--- src/rtl/register_file_param.sv ---
// register_file_param: parametrised 2-read / 1-write register file.
//   - combinational reads with write-first bypass on both read ports
//   - sequential bulk-clear engine (one entry per cycle) with busy flag
//   - writes arriving while the clear runs are dropped and flagged on wr_rej
//   - out-of-range writes are ignored, out-of-range reads return 0
// Optional feature macro: REGFILE_PARITY_EN (per-entry even parity with
// fault injection on write and combinational parity-error outputs).
module register_file_param #(
    parameter int DATA_W = 8,
    parameter int DEPTH  = 8,
    parameter int ADDR_W = $clog2(DEPTH)
) (
    input  logic              clk,
    input  logic              reset,
    input  logic              wr_en,
    input  logic [ADDR_W-1:0] wr_addr,
    input  logic [DATA_W-1:0] d_in,
    input  logic [ADDR_W-1:0] rd_addr_a,
    input  logic [ADDR_W-1:0] rd_addr_b,
    output logic [DATA_W-1:0] d_out_a,
    output logic [DATA_W-1:0] d_out_b,
    input  logic              clr,
`ifdef REGFILE_PARITY_EN
    input  logic              par_inj,
    output logic              par_err_a,
    output logic              par_err_b,
`endif
    output logic              busy,
    output logic              wr_rej
);

    // Write handshake: a write is taken on any edge where wr_en=1 while busy=0
    // and wr_addr<DEPTH. While busy=1 a write is dropped and wr_rej pulses high
    // for one cycle after that edge; out-of-range writes vanish without a pulse.

    typedef enum logic [0:0] {
        ST_IDLE  = 1'b0,
        ST_CLEAR = 1'b1
    } state_t;

    localparam logic [ADDR_W:0]   DEPTH_C  = (ADDR_W + 1)'(DEPTH);
    localparam logic [ADDR_W-1:0] LAST_PTR = ADDR_W'(DEPTH - 1);

    state_t            state_q, state_d;
    logic [ADDR_W-1:0] ptr_q, ptr_d;
    logic              busy_q, busy_d;
    logic              wr_rej_q, wr_rej_d;
    logic [DATA_W-1:0] mem_q [DEPTH];
    logic [DATA_W-1:0] mem_d [DEPTH];
`ifdef REGFILE_PARITY_EN
    logic [DEPTH-1:0]  par_q, par_d;
    logic              rd_par_a, rd_par_b;
`endif

    logic              wr_in_range;
    logic              wr_ok;
    logic              byp_a, byp_b;
    logic              hit_a, hit_b;
    logic [DATA_W-1:0] rd_data_a, rd_data_b;

    // Write acceptance and per-port bypass selection.
    always_comb begin
        wr_in_range = ({1'b0, wr_addr} < DEPTH_C);
        wr_ok       = wr_en && !reset && (state_q == ST_IDLE) && wr_in_range;
        byp_a       = wr_ok && (rd_addr_a == wr_addr);
        byp_b       = wr_ok && (rd_addr_b == wr_addr);
    end

    // Array read muxes; an address beyond DEPTH matches no entry and reads 0.
    always_comb begin
        rd_data_a = '0;
        rd_data_b = '0;
        hit_a     = 1'b0;
        hit_b     = 1'b0;
`ifdef REGFILE_PARITY_EN
        rd_par_a  = 1'b0;
        rd_par_b  = 1'b0;
`endif
        for (int i = 0; i < DEPTH; i++) begin
            if (rd_addr_a == ADDR_W'(i)) begin
                rd_data_a = mem_q[i];
                hit_a     = 1'b1;
`ifdef REGFILE_PARITY_EN
                rd_par_a  = par_q[i];
`endif
            end
            if (rd_addr_b == ADDR_W'(i)) begin
                rd_data_b = mem_q[i];
                hit_b     = 1'b1;
`ifdef REGFILE_PARITY_EN
                rd_par_b  = par_q[i];
`endif
            end
        end
    end

    // Output data: write-first bypass overrides the stored value.
    always_comb begin
        d_out_a = byp_a ? d_in : rd_data_a;
        d_out_b = byp_b ? d_in : rd_data_b;
`ifdef REGFILE_PARITY_EN
        par_err_a = hit_a && !byp_a && ((^rd_data_a) != rd_par_a);
        par_err_b = hit_b && !byp_b && ((^rd_data_b) != rd_par_b);
`endif
    end

    // Next-state logic: writes only in IDLE, clearing only in CLEAR, so the
    // two can never touch the same entry in one cycle.
    always_comb begin
        state_d  = state_q;
        ptr_d    = ptr_q;
        wr_rej_d = 1'b0;
        mem_d    = mem_q;
`ifdef REGFILE_PARITY_EN
        par_d    = par_q;
`endif
        case (state_q)
            ST_IDLE: begin
                for (int i = 0; i < DEPTH; i++) begin
                    if (wr_ok && (wr_addr == ADDR_W'(i))) begin
                        mem_d[i] = d_in;
`ifdef REGFILE_PARITY_EN
                        par_d[i] = (^d_in) ^ par_inj;
`endif
                    end
                end
                // The clr cycle itself is IDLE, so its write (above) still lands.
                if (clr) begin
                    state_d = ST_CLEAR;
                    ptr_d   = '0;
                end
            end
            ST_CLEAR: begin
                for (int i = 0; i < DEPTH; i++) begin
                    if (ptr_q == ADDR_W'(i)) begin
                        mem_d[i] = '0;
`ifdef REGFILE_PARITY_EN
                        par_d[i] = 1'b0;
`endif
                    end
                end
                // clr is ignored here: it neither restarts nor extends a clear.
                wr_rej_d = wr_en;
                if (ptr_q == LAST_PTR) begin
                    state_d = ST_IDLE;
                    ptr_d   = '0;
                end else begin
                    ptr_d   = ptr_q + ADDR_W'(1);
                end
            end
            default: begin
                state_d = ST_IDLE;
                ptr_d   = '0;
            end
        endcase
        // busy mirrors the state being entered, so it is high for exactly
        // the DEPTH cycles spent in CLEAR.
        busy_d = (state_d == ST_CLEAR);
    end

    // State, pointer, flags and array registers with synchronous reset.
    always_ff @(posedge clk) begin
        if (reset) begin
            state_q  <= ST_IDLE;
            ptr_q    <= '0;
            busy_q   <= 1'b0;
            wr_rej_q <= 1'b0;
            for (int i = 0; i < DEPTH; i++) begin
                mem_q[i] <= '0;
            end
`ifdef REGFILE_PARITY_EN
            par_q    <= '0;
`endif
        end else begin
            state_q  <= state_d;
            ptr_q    <= ptr_d;
            busy_q   <= busy_d;
            wr_rej_q <= wr_rej_d;
            mem_q    <= mem_d;
`ifdef REGFILE_PARITY_EN
            par_q    <= par_d;
`endif
        end
    end

    assign busy   = busy_q;
    assign wr_rej = wr_rej_q;

endmodule

--- config.mk ---
export PLATFORM = sky130hd
export DESIGN_NAME = register_file_param
export DESIGN_NICKNAME = d
export VERILOG_FILES = /design/src/rtl/register_file_param.sv
export SDC_FILE = /design/constraint.sdc
export NUM_CORES = 1
export LEC_CHECK = 0
export ABC_AREA = 0
export BUFFER_PORTS_ARGS = -buffer_cell sky130_fd_sc_hd__buf_2
export CAP_MARGIN = 20
export CELL_PAD_IN_SITES_DETAIL_PLACEMENT = 2
export CELL_PAD_IN_SITES_GLOBAL_PLACEMENT = 2
export CORE_MARGIN = 2
export CORE_UTILIZATION = 38
export CTS_CLUSTER_SIZE = 24
export DETAILED_ROUTE_END_ITERATION = 8
export PLACE_DENSITY = 0.89
export RECOVER_POWER = 100
export SLEW_MARGIN = 0
export SYNTH_ARGS = -nofsm -noshare
export SYNTH_HDL_FRONTEND = slang
export SYNTH_SLANG_ARGS = --single-unit
--- constraint.sdc ---
create_clock -name clk -period 3.44 [get_ports clk]
set_clock_uncertainty 0.05 [all_clocks]
set_input_delay 0 -clock clk [delete_from_list [all_inputs] [get_ports clk]]
set_output_delay 0 -clock clk [all_outputs]
set_load 0.01 [all_outputs]
==> run metrics <==
hold buffer count at cts 14; Avg Cell Area, Syn 8.28 um^2; DRC 0; Port-buffer cells 38; vias in the first global route 5,217; Slew Limit Fails 8; die footprint 12,200 um^2; worst-path maximum fanout 24; Iter 0 DRT Violations 503; HP Class in -> reg; Via density 6.68; clk root buf clkbuf_16; Crit path arrival time 3260 ps; FP Rows 38; EDFF count, synth 0; worst rel slew slack -10.9%; wire per inst 29.6 um; CP Class reg -> reg; Post CTS Setup Buffer Count 0; Post-Synthesis Cell Area 4310 um^2; core area 10,900 um^2; Final Hold Viols 0; Initial Utilization 39.4%; clk slew on worst S/H paths 60 ps; library cells used by synthesis 41; num ports 39; Pwr Density 479 nW/um^2; CTS tree built; LEAKAGE 2.02 nW; final setup vio count 0; Place WS 937 ps; NumNets Final 574; most frequent cell after synthesis dfxtp_1; first-pass GRT wire length 31,800 um; part of the Yosys area used for sequential elements 32.1%; Worst Setup Start Kind flop; Die X 110 um; Tot GR Track Use 33.6%; main area contributors after synthesis dfxtp_1 (32%), mux2i_1 (10%), nor2_1 (5.3%), nor2b_1 (4.5%), nand2_1 (3.7%); failing checks max-slew violations; Synth Flop Type dfxtp_1; cts bufs inserted 9; fin crit share 91.4%; P&R area growth vs syn 15.8%; Syn Inst Count 520; Fmax 0.318 GHz; fin worst setup slack 296 ps; routed via count 4,623; Tightest Pin Transition 1660 ps; top cells by count, synth dfxtp_1 (69), nor2_1 (61), mux2i_1 (45); syn_nets 547; Power, Total 2.39 mW; fraction of registers with async set/reset 0%; global route overflow 0; Yosys top cell by area dfxtp_1; RSZ-0062 raised after global routing false; worst IR drop on VDD 0.304 mV; Diodes inserted 0; hpwl dp 11,200 um; clk sinks 69; Clock Tree Buf Depth 2; layout cells sized above 1 8.15%; Final ANT Viol Nets 0; max cap viols 0; #FFs+latches synth 69; CTS H-tree lvls 3; setup_tns 0 ps; share of the synthesized area in the top cell type 32.1%; drt pass-1 iters 7; Placer Congestion 0.825; PostCTS Resize Cnt 0; CP endpoint kind flop; Fin Hold WS 236 ps; Tmin final 3140 ps; Ys Warns 0; Req. time, crit path 3560 ps; die height 110 um; pin count of the biggest net entering global routing 64; detailed-route wire length 20,500 um; initial antenna violation count 0; outcome finished with violations; Clock Latency Late Sink 340 ps
[worst paths after layout]
kind,from,to,slack (ps),depth (start not counted)
setup / recovery,busy$_SDFF_PP0_,mem_q[29]$_SDFFE_PP0P_,300,4
hold / removal,wr_addr[2],mem_q[0]$_SDFFE_PP0P_,240,5
setup reg to reg,busy$_SDFF_PP0_,mem_q[29]$_SDFFE_PP0P_,300,4
hold reg to reg,mem_q[5]$_SDFFE_PP0P_,mem_q[5]$_SDFFE_PP0P_,440,2
[metrics by stage]
step | area [um^2] | util [%] | std cells
after floorplan | 4310 | - | 520
after global routing | 4990 | 45.6 | 692
final | 4990 | 45.6 | 692
after CTS | 5050 | 46.2 | 692
after global placement | 4540 | 41.5 | 662
after detailed placement | 4540 | 41.5 | 662
[sequential cells by signal (all words and copies together) (netlist names)]
register / cells
busy: 1
mem_q: 64
ptr_q: 3
wr_rej: 1
[where the power goes]
part           leakage (nW)  total [mW]  switching [mW]  internal, mW
clock                 0.183        1.18           0.380         0.802
sequential            0.558       0.843          0.0252         0.817
combinational          1.28       0.364           0.248         0.116
total                  2.02        2.39           0.653          1.74
[critical path, cell delays in order, from the launching register on]
cell,delay (ps)
dfxtp_1,910
nor3b_1,230
a32oi_1,1360
mux2i_1,340
nor2_1,70
[cell type report]
class | count | area [um^2]
Tap cell | 140 | 175
Multi-Input combinational cell | 393 | 2660
Clock inverter | 6 | 134
Clock buffer | 10 | 239
Sequential cell | 69 | 1380
Timing Repair Buffer | 60 | 345
Inverter | 14 | 52.6
Fill cell | 1199 | 5950
[per-layer routing]
metal | vias up | routed length, um | global-route usage, %
met2 | 271 | 10400 | 58.9
met5 | - | 0 | 0
met4 | 0 | 1140 | 19.3
met3 | 91 | 1350 | 5.93
met1 | 2290 | 7630 | 38.2
li1 | 1971 | - | -
[cells by family after synthesis]
family	synth area share, %
xor+xnor	1.22
flops	32.1
fa+ha+maj	1.74
simple gates	20.3
mux	10.5
compound gates	28.4
buf+inv	5.81
[cells in the final DEF (no fill, tap or decap), drive strengths merged, types with 3 or more instances in the layout]
master	Yosys	layout
nand3	18	18
a22o	15	15
bufinv	0	4
a32oi	3	3
dlygate4sd3	0	14
clkbuf	19	35
inv	14	14
xor2	6	6
o221ai	14	14
nor2b	31	31
a21boi	14	14
a211oi	14	14
ha	6	6
nor2	61	61
dfxtp	69	69
a21oi	26	26
o211ai	16	16
nand2	43	43
nand2b	6	6
a222oi	14	14
and2	3	3
buf	25	21
o31ai	21	21
mux2i	45	45
o21bai	14	14
(Power assumes the default switching activity.)
